<file path="config.mk">
export PLATFORM = sky130hd
export DESIGN_NAME = mem_arbiter
export DESIGN_NICKNAME = d
export VERILOG_FILES = /design/src/rtl/mem_pkg.sv /design/src/rtl/sat_counter.sv /design/src/rtl/mem_arbiter.sv
export SDC_FILE = /design/constraint.sdc
export NUM_CORES = 1
export LEC_CHECK = 0
export ABC_AREA = 1
export BUFFER_PORTS_ARGS = -buffer_cell sky130_fd_sc_hd__buf_2
export CAP_MARGIN = 15
export CORE_MARGIN = 5
export CORE_UTILIZATION = 44
export DETAILED_ROUTE_END_ITERATION = 8
export PLACE_DENSITY = 0.77
export SKIP_LAST_GASP = 1
export SYNTH_ARGS = -nofsm -noshare
export SYNTH_HDL_FRONTEND = slang
export SYNTH_SLANG_ARGS = --single-unit
</file>
<file path="constraint.sdc">
create_clock -name clk -period 1.57 [get_ports clk]
set_input_delay 0.157 -clock clk [delete_from_list [all_inputs] [get_ports clk]]
set_output_delay 0.157 -clock clk [all_outputs]
set_load 0.1 [all_outputs]
</file>
<file path="src/rtl/mem_pkg.sv">
// Shared types and defaults for the I/D cache refill arbiter.
package mem_pkg;

  localparam int ADDR_W_DEF = 14;
  localparam int LINE_W_DEF = 64;
  localparam int CNT_W      = 16;

  typedef enum logic [2:0] {
    IDLE    = 3'd0,
    D_WB    = 3'd1,
    D_FILL  = 3'd2,
    D_WRITE = 3'd3,
    I_FILL  = 3'd4,
    I_WRITE = 3'd5
  } arb_state_e;

endpackage

</file>
<file path="src/rtl/sat_counter.sv">
// Saturating up-counter with enable; sticks at all-ones.
module sat_counter
  import mem_pkg::*;
#(
  parameter int              W       = CNT_W,
  parameter logic [W-1:0]    RST_VAL = '0
) (
  input  logic         clk,
  input  logic         rst_n,
  input  logic         en,
  output logic [W-1:0] cnt
);

  always_ff @(posedge clk or negedge rst_n) begin
    if (!rst_n) begin
      cnt <= RST_VAL;
    end else if (en && (cnt != {W{1'b1}})) begin
      cnt <= cnt + 1'b1;
    end
  end

endmodule

</file>
<file path="src/rtl/mem_arbiter.sv">
// Arbitrates I- and D-cache line refills (with dirty write-back) onto one
// unified memory port; D requests win over I requests.
//
// state   | meaning
// --------+--------------------------------------------------
// IDLE    | no transaction; evaluate misses (D before I)
// D_WB    | write dirty victim line back, wait for u_rdy
// D_FILL  | read D miss line, wait for u_rdy, capture data
// D_WRITE | one-cycle d_fill_we pulse
// I_FILL  | read I miss line, wait for u_rdy, capture data
// I_WRITE | one-cycle i_fill_we pulse
module mem_arbiter
  import mem_pkg::*;
#(
  parameter int               ADDR_W   = ADDR_W_DEF,
  parameter int               LINE_W   = LINE_W_DEF,
  parameter logic [CNT_W-1:0] CNT_INIT = '0
) (
  input  logic              clk,
  input  logic              rst_n,
  input  logic              i_miss,
  input  logic [ADDR_W-1:0] i_miss_addr,
  input  logic              d_miss,
  input  logic [ADDR_W-1:0] d_miss_addr,
  input  logic              d_dirty,
  input  logic [ADDR_W-1:0] d_evict_addr,
  input  logic [LINE_W-1:0] d_evict_data,
  input  logic [LINE_W-1:0] u_rdata,
  input  logic              u_rdy,
  output logic              u_re,
  output logic              u_we,
  output logic [ADDR_W-1:0] u_addr,
  output logic [LINE_W-1:0] u_wdata,
  output logic              i_fill_we,
  output logic              d_fill_we,
  output logic [LINE_W-1:0] fill_data,
  output logic              stall,
  output logic [CNT_W-1:0]  i_miss_cnt,
  output logic [CNT_W-1:0]  d_miss_cnt
);

  arb_state_e        state_q, state_d;
  logic [ADDR_W-1:0] miss_addr_q;
  logic [ADDR_W-1:0] wb_addr_q;
  logic [LINE_W-1:0] wb_data_q;
  logic [LINE_W-1:0] fill_data_q;
  logic              capture;

  always_ff @(posedge clk or negedge rst_n) begin
    if (!rst_n) begin
      state_q <= IDLE;
    end else begin
      state_q <= state_d;
    end
  end

  always_comb begin
    state_d   = state_q;
    u_re      = 1'b0;
    u_we      = 1'b0;
    u_addr    = '0;
    u_wdata   = '0;
    i_fill_we = 1'b0;
    d_fill_we = 1'b0;
    capture   = 1'b0;
    case (state_q)
      IDLE: begin
        if (d_miss && d_dirty) begin
          state_d = D_WB;
        end else if (d_miss) begin
          state_d = D_FILL;
        end else if (i_miss) begin
          state_d = I_FILL;
        end
      end
      D_WB: begin
        u_we    = 1'b1;
        u_addr  = wb_addr_q;
        u_wdata = wb_data_q;
        if (u_rdy) begin
          state_d = D_FILL;
        end
      end
      D_FILL: begin
        u_re   = 1'b1;
        u_addr = miss_addr_q;
        if (u_rdy) begin
          capture = 1'b1;
          state_d = D_WRITE;
        end
      end
      D_WRITE: begin
        d_fill_we = 1'b1;
        state_d   = IDLE;
      end
      I_FILL: begin
        u_re   = 1'b1;
        u_addr = miss_addr_q;
        if (u_rdy) begin
          capture = 1'b1;
          state_d = I_WRITE;
        end
      end
      I_WRITE: begin
        i_fill_we = 1'b1;
        state_d   = IDLE;
      end
      default: state_d = IDLE;
    endcase
  end

  // Request info is frozen at IDLE exit so later input changes cannot
  // disturb the transaction in flight.
  always_ff @(posedge clk or negedge rst_n) begin
    if (!rst_n) begin
      miss_addr_q <= '0;
      wb_addr_q   <= '0;
      wb_data_q   <= '0;
      fill_data_q <= '0;
    end else begin
      if (state_q == IDLE) begin
        if (d_miss) begin
          miss_addr_q <= d_miss_addr;
          wb_addr_q   <= d_evict_addr;
          wb_data_q   <= d_evict_data;
        end else if (i_miss) begin
          miss_addr_q <= i_miss_addr;
        end
      end
      if (capture) begin
        fill_data_q <= u_rdata;
      end
    end
  end

  assign fill_data = fill_data_q;
  assign stall     = (state_q != IDLE) | i_miss | d_miss;

  sat_counter #(.W(CNT_W), .RST_VAL(CNT_INIT)) u_i_cnt (
    .clk   (clk),
    .rst_n (rst_n),
    .en    (i_fill_we),
    .cnt   (i_miss_cnt)
  );

  sat_counter #(.W(CNT_W), .RST_VAL(CNT_INIT)) u_d_cnt (
    .clk   (clk),
    .rst_n (rst_n),
    .en    (d_fill_we),
    .cnt   (d_miss_cnt)
  );

endmodule

</file>
=== Word level (Yosys, flattened, before mapping) ===
Index checks and enable logic that the tools add are counted.

* Register bits: 191

* Add/sub/neg operators: 2
* Bitwise operators: 2
* Reductions and logical operators: 10
* Equal/unequal tests: 11
* Mux-type cells: 17

{| class="wikitable"
|+ Operators by type and width
! cell !! number
|-
| 2-to-1 mux 64 bit || 1
|-
| adder 16 x 1 -> 16 bit, second input constant || 2
|-
| inequality test 16 bit, second input constant || 2
|-
| 2-to-1 mux 14 bit || 2
|-
| case mux 14 bit (2 select lines) || 1
|-
| 2-to-1 mux 3 bit || 6
|-
| case mux 3 bit (4 select lines) || 1
|-
| equality test 3 x 2 -> 1 bit, second input constant || 2
|-
| equality test 3 bit, second input constant || 2
|-
| 2-to-1 mux 1 bit || 6
|-
| inequality test 2 bit, second input constant || 3
|-
| inequality test 4 bit, second input constant || 1
|-
| AND reduction 2 bit || 2
|-
| AND reduction 4 bit || 1
|-
| equality test 3 x 1 -> 1 bit, second input constant || 1
|-
| logical AND 1 bit || 3
|-
| logical NOT 3 bit || 1
|-
| nonzero test 3 bit || 1
|-
| bitwise OR 1 bit || 2
|-
| nonzero test 2 bit || 1
|-
| OR reduction 2 bit || 1
|}

=== Logic depth before layout (Yosys ltp) ===
Gate-level depths: netlist of the first run.

* Word-level depth: 4
* Depth in mapped cells: 10
* Mapped depth without buffers: 9

=== Cells and area by module ===
Synthesis of the first run repeated with hierarchy kept, for this count alone.

* Cell total of the unflattened synthesis: 1152
* Area, all modules: 9053.7 µm²

{| class="wikitable"
|+ By module, submodules not included
! module !! times used !! seq. area each (µm²) !! area each (µm²) !! cells an instance
|-
| mem_arbiter || 1 || 3978.8 || 6936.7 || 854
|-
| sat_counter || 2 || 400.4 || 1058.5 || 149
|}

=== Worst setup path after synthesis of the first run ===
OpenSTA, ideal clock, no wires.

* Kind: flip-flop to output port
* From: register state_q[2]
* To: output u_addr[11]
* Path buffers: 2
* Stages on the path, launching flop included: 8
* Required time: 1.413 ns
* Data arrival time: 3.073 ns
* Setup slack: -1.660 ns
* Path through: dfrtp_1 -> buf_4 -> inv_2 -> nand3_1 -> inv_2 -> a21oi_4 -> clkbuf_1 -> o21ai_0

* Word-level cells in the longest chain between the ends: 3

{| class="wikitable"
|+ RTL lines
! element !! line !! source
|-
| from (decl) || mem_arbiter.sv:42 || <nowiki>arb_state_e state_q, state_d;</nowiki>
|-
| from (signal assigned) || mem_arbiter.sv:53 || <nowiki>state_q <= state_d;</nowiki>
|-
| equality test 3 bit or equality test 3 x 2 -> 1 bit (tied branches) || mem_arbiter.sv:66 || <nowiki>case (state_q)</nowiki>
|-
| OR reduction 2 bit (no line) || -- ||
|-
| case mux 14 bit (2 select lines) (*) || mem_arbiter.sv:66 ||
|-
| to (decl) || mem_arbiter.sv:32 || <nowiki>output logic [ADDR_W-1:0] u_addr,</nowiki>
|}

Every way passes the cells marked *; elsewhere a longest branch is shown, timed or not.

=== Worst setup path after layout of the first run ===
* From: register state_q[1]
* To: output u_wdata[5]

* Word-level cells in the longest chain between the ends: 2

{| class="wikitable"
|+ RTL lines
! element !! line !! source
|-
| equality test 3 x 1 -> 1 bit || mem_arbiter.sv:66 ||
|-
| 2-to-1 mux 64 bit || mem_arbiter.sv:66 ||
|-
| to (decl) || mem_arbiter.sv:33 || <nowiki>output logic [LINE_W-1:0] u_wdata,</nowiki>
|}

No other way between the ends.

==> summary.md, run 1 <==
| Metric | Value |
|---|---|
| Status | complete, but fails checks |
| Violated checks | negative hold slack, negative setup slack |
| Vias in the first global route | 10,800 |
| Drt drc | 0 |
| Die W | 152 um |
| Mean Syn Cell Area | 7.93 um^2 |
| Critical path required time | 1410 ps |
| Synthesized area | 0.00887 mm^2 |
| Total CTS buffers | 17 |
| Final hold viol count | 1 |
| Library cells used by synthesis | 26 |
| Gr usage total | 29.5% |
| Num rows | 52 |
| Vias | 10,200 |
| Max cap viols | 0 |
| Tmin final | 1930 ps |
| CTS root buffer | clkbuf_16 |
| Vias per Instance | 5.28 |
| DR iter-0 viols | 722 |
| R2r startpoint | state_q[0]$_DFFE_PN0P_ |
| Hold Crit Start | d_evict_data[46] |
| Syn_nets | 1,296 |
| NumNets Final | 1,829 |
| Worst setup SP type | flip-flop |
| Initial antenna violation count | 4 |
| Largest net degree at the start of global routing | 57 |
| Antenna-violating nets left | 0 |
| RSZ-0062 raised after global routing | yes |
| Crit share post-route | 123% |
| Clock-pin transition on the worst setup and hold timing paths | 90 ps |
| Clk sinks | 191 |
| GRT overflow | 0 |
| Drt pass-1 iters | 6 |
| Fmax | 519 MHz |
| Max-slew violations | 0 |
| Hold Slack | -2.16 ps |
| Placed cell count | 1,732 |
| Number of top-level pins | 355 |
| Placed Area | 0.0129 mm^2 |
| Reg2reg end | fill_data[54]$_DFFE_PN0P_ |
| First-pass GRT wire length | 55,600 um |
| Fin area | 0.0156 mm^2 |
| WHS Path Cells | 3 |
| P&R area growth vs syn | 76.3% |
| Slew @ Worst Pin | 530 ps |
| Arrival time at the worst endpoint | 1770 ps |
| Yosys reg bits | 191 |
| Finished Layout Cells | 1,938 |
| Synth warnings | 0 |
| H-Tree Depth | 4 |
| Final core occ | 78.0% |
| Register area share after synthesis | 53.9% |
| WHS Endpoint | wb_data_q[46]$_DFFE_PN0P_ |
| Ratio of cells with drive above 1 in the final layout | 36.9% |
| Routed WL | 36,800 um |
| Crit Path Max Fanout | 47 |
| Setup ws final | -356 ps |
| CTS tree | yes |
| Final RePlAce weighted congestion | 0.888 |
| Worst hold path class | in -> reg |
| Final setup vio count | 191 |
| FF-to-FF path depth | 11 |
| Max Clock Skew | 12.0 ps |
| Setup Crit Path Kind | reg -> out |
| Avg WL per Cell | 19.0 um |
| Worst-Skew Late Latency | 440 ps |
| Slew HR | 64.9% |
| Initial Util | 44.2% |
| CTS max path bufs | 2 |
| Buffers on Ports | 354 |
| Worst setup EP type | output pin |
| DIE HEIGHT | 152 um |
| Hpwl dp | 20,600 um |
| Post-Route Setup TNS | -42,250 ps |
| Mapped Cells | 1,118 |
| Die ar. | 0.0231 mm^2 |
| R2r setup slk | -320 ps |
| Core footprint | 0.0200 mm^2 |
[state kept, by name, indices dropped and copies added, names as in the netlist]
signal and cells:
u_d_cnt.cnt 16, fill_data 64, state_q 3, u_i_cnt.cnt 16, miss_addr_q 14, wb_data_q 64
wb_addr_q 14
[through the flow]
stage | hold slack [ps] | worst slack, ps
finish | -2.16 | -356
global placement | 126 | 15.0
global route | 2.37 | -428
floorplan | -139 | -812
CTS | 0.399 | -353
detailed placement | 127 | -53.7
[kinds of logic (layout without fill, tap and decap cells)]
group           count (synthesis)  in the layout  share of synthesized area (%)
fa+ha+maj                       2              2                          0.282
compound gates                123            123                           7.49
buf+inv                       174            720                           8.41
flops                         191            191                           53.9
other cells                     0              4                              0
xor+xnor                        9              9                          0.889
simple gates                  619            619                           29.0
[cell usage in the layout (no fill, tap or decap), types with 2 or more instances in the layout]
master / n
nor2_2: 31
o211ai_1: 14
bufbuf_16: 2
o21ai_4: 14
ha_4: 2
nor2_1: 92
o21ai_0: 24
dfrtp_2: 22
diode_2: 4
nand3b_1: 3
xnor2_1: 9
clkbuf_16: 23
dfrtp_4: 10
nand3_1: 98
dlygate4sd3_1: 144
inv_6: 3
buf_4: 40
buf_2: 268
buf_16: 2
nand2_2: 5
nand4_1: 13
nand2_1: 316
nor2_4: 38
clkinv_8: 3
dfrtp_1: 159
nand3_4: 2
inv_8: 7
inv_2: 7
or2_2: 14
inv_1: 109
buf_12: 98
nand2_4: 3
o21ai_1: 3
a21oi_1: 65
buf_6: 7
[cell type report]
cell class | count | area [um^2]
repair buffers | 569 | 5420
clock buffers | 17 | 425
diodes | 4 | 10.0
well taps | 270 | 338
inverters | 119 | 460
multi-input cells | 753 | 3950
flip-flops and latches | 191 | 4840
clock inverters | 15 | 186
fillers | 1151 | 4410
[timing repair]
| action | CTS | global route |
|---|---|---|
| pin swaps | 1 | 0 |
| endpoints found under the hold margin | 177 | 0 |
| endpoints found under the setup margin | 94 | 222 |
| resized for setup | 46 | 40 |
| gates cloned | 3 | 8 |
| setup buffers | 14 | 1 |
| hold buffers | 144 | 0 |
[worst max-delay path, stage by stage, from the launching register on]
cell,delay [ps]
dfrtp_1,410
inv_2,110
nand3_4,120
buf_16,260
nor2_2,200
buf_12,200
[how the worst max path moves through the flow]
stage                          startpoint                         end  slack [ps]  depth (start not counted)
2_1_floorplan      state_q[2]$_DFFE_PN0P_                 u_wdata[16]        -810                          6
3_3_place_gp   u_d_cnt.cnt[0]$_DFFE_PN0P_  u_d_cnt.cnt[9]$_DFFE_PN0P_          20                          6
3_5_place_dp   u_d_cnt.cnt[1]$_DFFE_PN0P_  u_d_cnt.cnt[3]$_DFFE_PN0P_         -50                          6
4_1_cts            state_q[1]$_DFFE_PN0P_                 u_wdata[60]        -350                          5
5_1_grt            state_q[1]$_DFFE_PN0P_                  u_wdata[5]        -430                          5
6_report           state_q[1]$_DFFE_PN0P_                  u_wdata[5]        -360                          5
[routing by layer]
layer / routed length, um / global-route usage [%] / vias up
li1: - / - / 4579
met1: 13200 / 33.4 / 4851
met2: 18800 / 51.7 / 618
met3: 2470 / 6.63 / 180
met4: 2260 / 16.1 / 0
met5: 0 / 0 / -
[cell usage after synthesis, drive strengths merged]
library cell / n / share of area [%]
nand2: 325 / 14
dfrtp: 191 / 54
nor2: 161 / 6.9
inv: 119 / 5.0
nand3: 101 / 5.7
a21oi: 67 / 3.9
o21ai: 41 / 2.3
buf: 37 / 2.6
clkbuf: 18 / 0.76
o211ai: 14 / 1.2
or2: 14 / 0.99
nand4: 13 / 0.92
xnor2: 9 / 0.89
nand3b: 3 / 0.25
ha: 2 / 0.28
nor3: 2 / 0.24
o21bai: 1 / 0.085
Power of run 1 is left out: the tool's default activity adds up to more than one toggle a clock period on the data nets, which glitch-free logic cannot reach.
==> run 2, diff against run 1 <==
PLACE_DENSITY = 0.76   (was 0.77)
SYNTH_HIERARCHICAL = 1   (was unset)
==> summary.md, run 2 <==
| Metric | Value |
|---|---|
| Post-Route Setup TNS | -58,900 ps |
| Hold Slack | 4.18 ps |
| P&R area growth vs syn | 91.9% |
| Max cap viols | 0 |
| Arrival time at the worst endpoint | 2370 ps |
| Clock-pin transition on the worst setup and hold timing paths | 80 ps |
| Most frequent cells in the layout | nand2_1 (317), buf_2 (270), dfrtp_1 (172), dlygate4sd3_1 (131), nor2_4 (129) |
| Vias in the first global route | 10,100 |
| Crit Path Max Fanout | 11 |
| Register area share after synthesis | 52.8% |
| Hpwl dp | 21,900 um |
| Drt pass-1 iters | 6 |
| Post-synth top area cell | dfrtp_1 |
| Yosys reg bits | 191 |
| Clk sinks | 191 |
| Buffers on Ports | 354 |
| Largest net degree at the start of global routing | 65 |
| WHS Endpoint | wb_data_q[45]$_DFFE_PN0P_ |
| R2r startpoint | state_q[1]$_DFFE_PN0P_ |
| Die ar. | 0.0235 mm^2 |
| RSZ-0062 raised after global routing | yes |
| Ratio of cells with drive above 1 in the final layout | 45.6% |
| Vias per Instance | 5.50 |
| Worst setup SP type | flip-flop |
| H-Tree Depth | 4 |
| GRT overflow | 0 |
| Tmin final | 2050 ps |
| Max Clock Skew | 13.7 ps |
| Syn_nets | 1,330 |
| Mean Syn Cell Area | 7.86 um^2 |
| Slew HR | 64.6% |
| CTS max path bufs | 2 |
| CTS tree | yes |
| Final setup vio count | 242 |
| Vias | 11,000 |
| Fin area | 0.0174 mm^2 |
| Core footprint | 0.0202 mm^2 |
| Die W | 153 um |
| Placed Area | 0.0134 mm^2 |
| DIE HEIGHT | 153 um |
| Worst hold path class | in -> reg |
| Antenna-violating nets left | 0 |
| Final hold viol count | 0 |
| Status | complete, but fails checks |
| Worst setup EP type | flip-flop |
| EDFF count, synth | 0 |
| Violated checks | negative setup slack |
| Final RePlAce weighted congestion | 0.853 |
| Library cells used by synthesis | 25 |
| Number of top-level pins | 355 |
| Top cells by area in the synthesized netlist | dfrtp_1 (53%), nand2_1 (15%), nor2_1 (6.6%), inv_1 (5.0%), nand3_1 (4.9%) |
| CTS root buffer | clkbuf_16 |
| Critical path required time | 1890 ps |
| Post-synth top cells | nand2_1 (351), dfrtp_1 (191), nor2_1 (158), inv_1 (121), nand3_1 (88) |
| Post-synth top area share | 52.8% |
| Drt drc | 0 |
| Routed WL | 44,900 um |
| Gr usage total | 28.4% |
| Num rows | 52 |
| Fmax | 488 MHz |
| Commonest non-fill, non-tap cell in the layout | nand2_1 |
| Share of flip-flops with an asynchronous set or reset | 100% |
| Top FF cell, synth | dfrtp_1 |
| Pre-CTS WS | 23.5 ps |
| Avg WL per Cell | 22.4 um |
| First-pass GRT wire length | 54,100 um |
| Worst-Skew Late Latency | 440 ps |
| NumNets Final | 1,895 |
| Synthesized area | 0.00905 mm^2 |
| Setup ws final | -481 ps |
| Synth warnings | 6 |
| WHS Path Cells | 3 |
| Slew @ Worst Pin | 534 ps |
| Crit share post-route | 131% |
| FF-to-FF path depth | 10 |
| Mapped Cells | 1,152 |
| Initial Util | 44.7% |
| Total CTS buffers | 17 |
| Max-slew violations | 0 |
| Reg2reg end | wb_data_q[62]$_DFFE_PN0P_ |
| Initial antenna violation count | 5 |
| Count leader, synth | nand2_1 |
| Setup Crit Path Kind | reg -> reg |
| Hold Crit Start | d_evict_data[45] |
| R2r setup slk | -480 ps |
| DR iter-0 viols | 927 |
-- run 2: layout make-up --
class                      count  area, um^2
clock inverter                14         175
multi-input combinational    779        5000
clock buffer                  18         429
tap                          270         338
fill                         875        2860
sequential                   191        4800
inverter                     127         502
antenna                        5        12.5
timing repair buffer         601        6110
-- run 2: worst max path at each step --
stage,slack [ps],cells after the start,end,startpoint
2_1_floorplan,-530,9,u_i_cnt/cnt[15]$_DFFE_PN0P_,state_q[2]$_DFFE_PN0P_
3_3_place_gp,50,7,u_re,state_q[1]$_DFFE_PN0P_
3_5_place_dp,20,7,u_re,state_q[1]$_DFFE_PN0P_
4_1_cts,-340,7,u_addr[4],state_q[1]$_DFFE_PN0P_
5_1_grt,-520,10,wb_data_q[62]$_DFFE_PN0P_,state_q[1]$_DFFE_PN0P_
6_report,-480,10,wb_data_q[62]$_DFFE_PN0P_,state_q[1]$_DFFE_PN0P_
-- run 2: logic make-up (layout without fill, tap and decap cells) --
group	Yosys count	after routing	synth area share, %
AND/OR/NAND/NOR	640	640	29.9
flip-flops	191	191	52.8
buffers and inverters	182	760	8.84
AO/OA/AOI/OAI	125	125	7.08
XOR/XNOR	12	12	1.16
adder cells (fa/ha/maj)	2	2	0.276
other	0	5	0
-- run 2: critical path: stages (launching register included) --
cell     delay, ps
dfrtp_2        450
buf_4          150
buf_6          110
buf_6          110
nor2_4         100
buf_6          100
buf_4          100
nand3_4        150
buf_12         220
buf_12         150
a21oi_1        280
-- run 2: per-stage QoR --
step	utilization, %	cells
6_report	85.9	2005
5_1_grt	85.9	2005
4_1_cts	77.3	1950
3_5_place_dp	66.4	1770
3_3_place_gp	66.4	1770
2_1_floorplan	-	1152
-- run 2: what timing repair did --
item	in CTS	in global routing
pin swaps	6	25
cloned	3	30
endpoints found under the hold margin	180	0
resized for setup	22	283
endpoints found under the setup margin	83	217
hold buffers	131	0
setup buffers	15	24
-- run 2: metal layers --
metal / routed length (um) / GRT usage [%] / vias up
met4: 2200 / 9.76 / 0
met2: 22300 / 47.6 / 844
met3: 4290 / 6.39 / 171
met1: 16100 / 36.6 / 5287
li1: - / - / 4717
met5: 0 / 0 / -
Power of run 2 is left out for the same reason.
==> run 3, diff against run 2 <==
CORE_UTILIZATION = 35   (was 44)
PLACE_DENSITY = unset   (was 0.76)
==> summary.md, run 3 (synthesized netlist as in run 2, its figures left out) <==
| Metric | Value |
|---|---|
| Critical-path cell list | inv_2 > nand3_4 > clkbuf_16 > buf_4 > nor2_4 > buf_12 |
| Core footprint | 0.0253 mm^2 |
| Worst setup EP type | output pin |
| Arrival time at the worst endpoint | 1770 ps |
| Buffers on Ports | 354 |
| NumNets Final | 1,902 |
| Drt drc | 0 |
| Critical path buffer and inverter count | 4 |
| H-Tree Depth | 4 |
| Slew HR | 58.2% |
| Setup ws final | -353 ps |
| Initial antenna violation count | 2 |
| Die ar. | 0.0292 mm^2 |
| Final RePlAce weighted congestion | 0.885 |
| R2r startpoint | state_q[1]$_DFFE_PN0P_ |
| Fmax | 520 MHz |
| Worst-Skew Late Latency | 430 ps |
| Vias | 9,980 |
| WHS Path Cells | 3 |
| Placed Area | 0.0135 mm^2 |
| Commonest non-fill, non-tap cell in the layout | nand2_1 |
| Routed WL | 38,400 um |
| Worst setup SP type | flip-flop |
| Slew @ Worst Pin | 627 ps |
| Setup Crit Path Kind | reg -> out |
| WHS Endpoint | fill_data[57]$_DFFE_PN0P_ |
| Max cap viols | 0 |
| Final core occ | 69.1% |
| Drt pass-1 iters | 5 |
| Gr usage total | 21.4% |
| Die W | 171 um |
| Antenna-violating nets left | 0 |
| Met2 Use GR | 36.7% |
| Vias per Instance | 4.82 |
| R2r setup slk | -170 ps |
| FF-to-FF path depth | 8 |
| DIE HEIGHT | 171 um |
| Tmin final | 1920 ps |
| Top Usage Layer GRT | met2 |
| RSZ-0062 raised after global routing | yes |
| Largest net degree at the start of global routing | 87 |
| Crit share post-route | 123% |
| Clk sinks | 191 |
| First-pass GRT wire length | 49,900 um |
| GRT overflow | 0 |
| Max-slew violations | 0 |
| Reg2reg end | wb_data_q[20]$_DFFE_PN0P_ |
| DR iter-0 viols | 658 |
| Max Clock Skew | 17.4 ps |
| Max incr delay on CP | 430 ps |
| Avg WL per Cell | 18.6 um |
| Number of top-level pins | 355 |
| Initial Util | 35.7% |
| CTS tree | yes |
| Hpwl dp | 21,700 um |
| Routing usage on met1 | 27.0% |
| Hold Crit Start | u_rdata[57] |
| Worst hold path class | in -> reg |
| Crit-path slowest cell | dfrtp_2 |
| CTS root buffer | clkbuf_16 |
| Final hold viol count | 0 |
| Critical path required time | 1410 ps |
| Grt met3 use | 5.15% |
| Violated checks | negative setup slack |
| Fill cells | 1,791 |
| Most frequent cells in the layout | nand2_1 (290), buf_2 (269), dfrtp_1 (172), dlygate4sd3_1 (139), nor2_4 (121) |
| CTS max path bufs | 2 |
| Crit Path Max Fanout | 7 |
| Status | complete, but fails checks |
| Vias in the first global route | 9,539 |
| Cell family with most CP delay | buffers and inverters |
| Total CTS buffers | 17 |
| Fin area | 0.0175 mm^2 |
| Final setup vio count | 200 |
| Ratio of cells with drive above 1 in the final layout | 46.8% |
| P&R area growth vs syn | 93.3% |
| Clock-pin transition on the worst setup and hold timing paths | 80 ps |
| Num rows | 58 |
run 3: cell types whose count changed in the layout (fill, tap and decap cells not counted), moves of 3 or more:
cell           previous run  this run
diode_2                   5         2
buf_6                    25        22
o21ai_1                  21        18
nor2_1                   27        31
nand2_4                  16        10
inv_8                     2         6
nand2_1                 317       290
clkinv_8                  5         0
inv_4                     5         2
nand2_2                  26        61
nor2_4                  129       121
dlygate4sd3_1           131       139
buf_4                    33        30
nor2_2                   17        21
run 3: stage by stage:
stage                     hold WS, ps  std cells  worst slack (ps)  setup TNS (ps)
final                            23.6       2069              -353          -31850
after global routing             12.5       2069              -402          -44340
after CTS                        3.86       2022              -338          -24740
after detailed placement          216       1828              71.1               0
after global placement            217       1828              85.4               0
after floorplan                  -139       1152              -529          -23760
run 3: worst max path at each step:
stage                            from                           to  slack [ps]  cells after the start
2_1_floorplan  state_q[2]$_DFFE_PN0P_  u_i_cnt/cnt[15]$_DFFE_PN0P_        -530                      9
6_report       state_q[1]$_DFFE_PN0P_                   u_wdata[5]        -350                      6
3_5_place_dp   state_q[2]$_DFFE_PN0P_                  u_wdata[10]          70                      6
3_3_place_gp   state_q[1]$_DFFE_PN0P_                   u_addr[10]          90                      7
5_1_grt        state_q[1]$_DFFE_PN0P_                   u_wdata[5]        -400                      6
4_1_cts        state_q[1]$_DFFE_PN0P_                  u_wdata[10]        -340                      6
run 3: cell type report:
type	count	area [um^2]	area share (%)
repair buffers	606	6210	35.5
multi-input cells	781	5020	28.7
flip-flops and latches	191	4800	27.5
inverters	127	494	2.82
clock buffers	19	433	2.47
well taps	330	413	2.36
clock inverters	13	121	0.694
diodes	2	5.00	0.0286
run 3: worst reg2reg max path, stage by stage (launching register included):
cell,delay (ps)
dfrtp_2,430
buf_4,150
buf_6,120
nor2_4,100
buf_6,110
nand3_4,140
buf_12,200
buf_12,160
a21oi_1,240
run 3: routing by layer:
| metal | part of all wire [%] | up-vias |
|---|---|---|
| li1 | - | 4731 |
| met1 | 40 | 4761 |
| met2 | 50 | 412 |
| met3 | 7.0 | 76 |
| met4 | 3.3 | 0 |
| met5 | 0 | - |
run 3: what timing repair did:
action	4_1_cts	5_1_grt
endpoints found under the setup margin	83	250
endpoints found under the hold margin	327	2
cloned	2	34
pin swaps	3	32
hold buffers	137	2
gates resized for setup	22	289
buffers inserted	24	12
Power of run 3 is left out for the same reason.
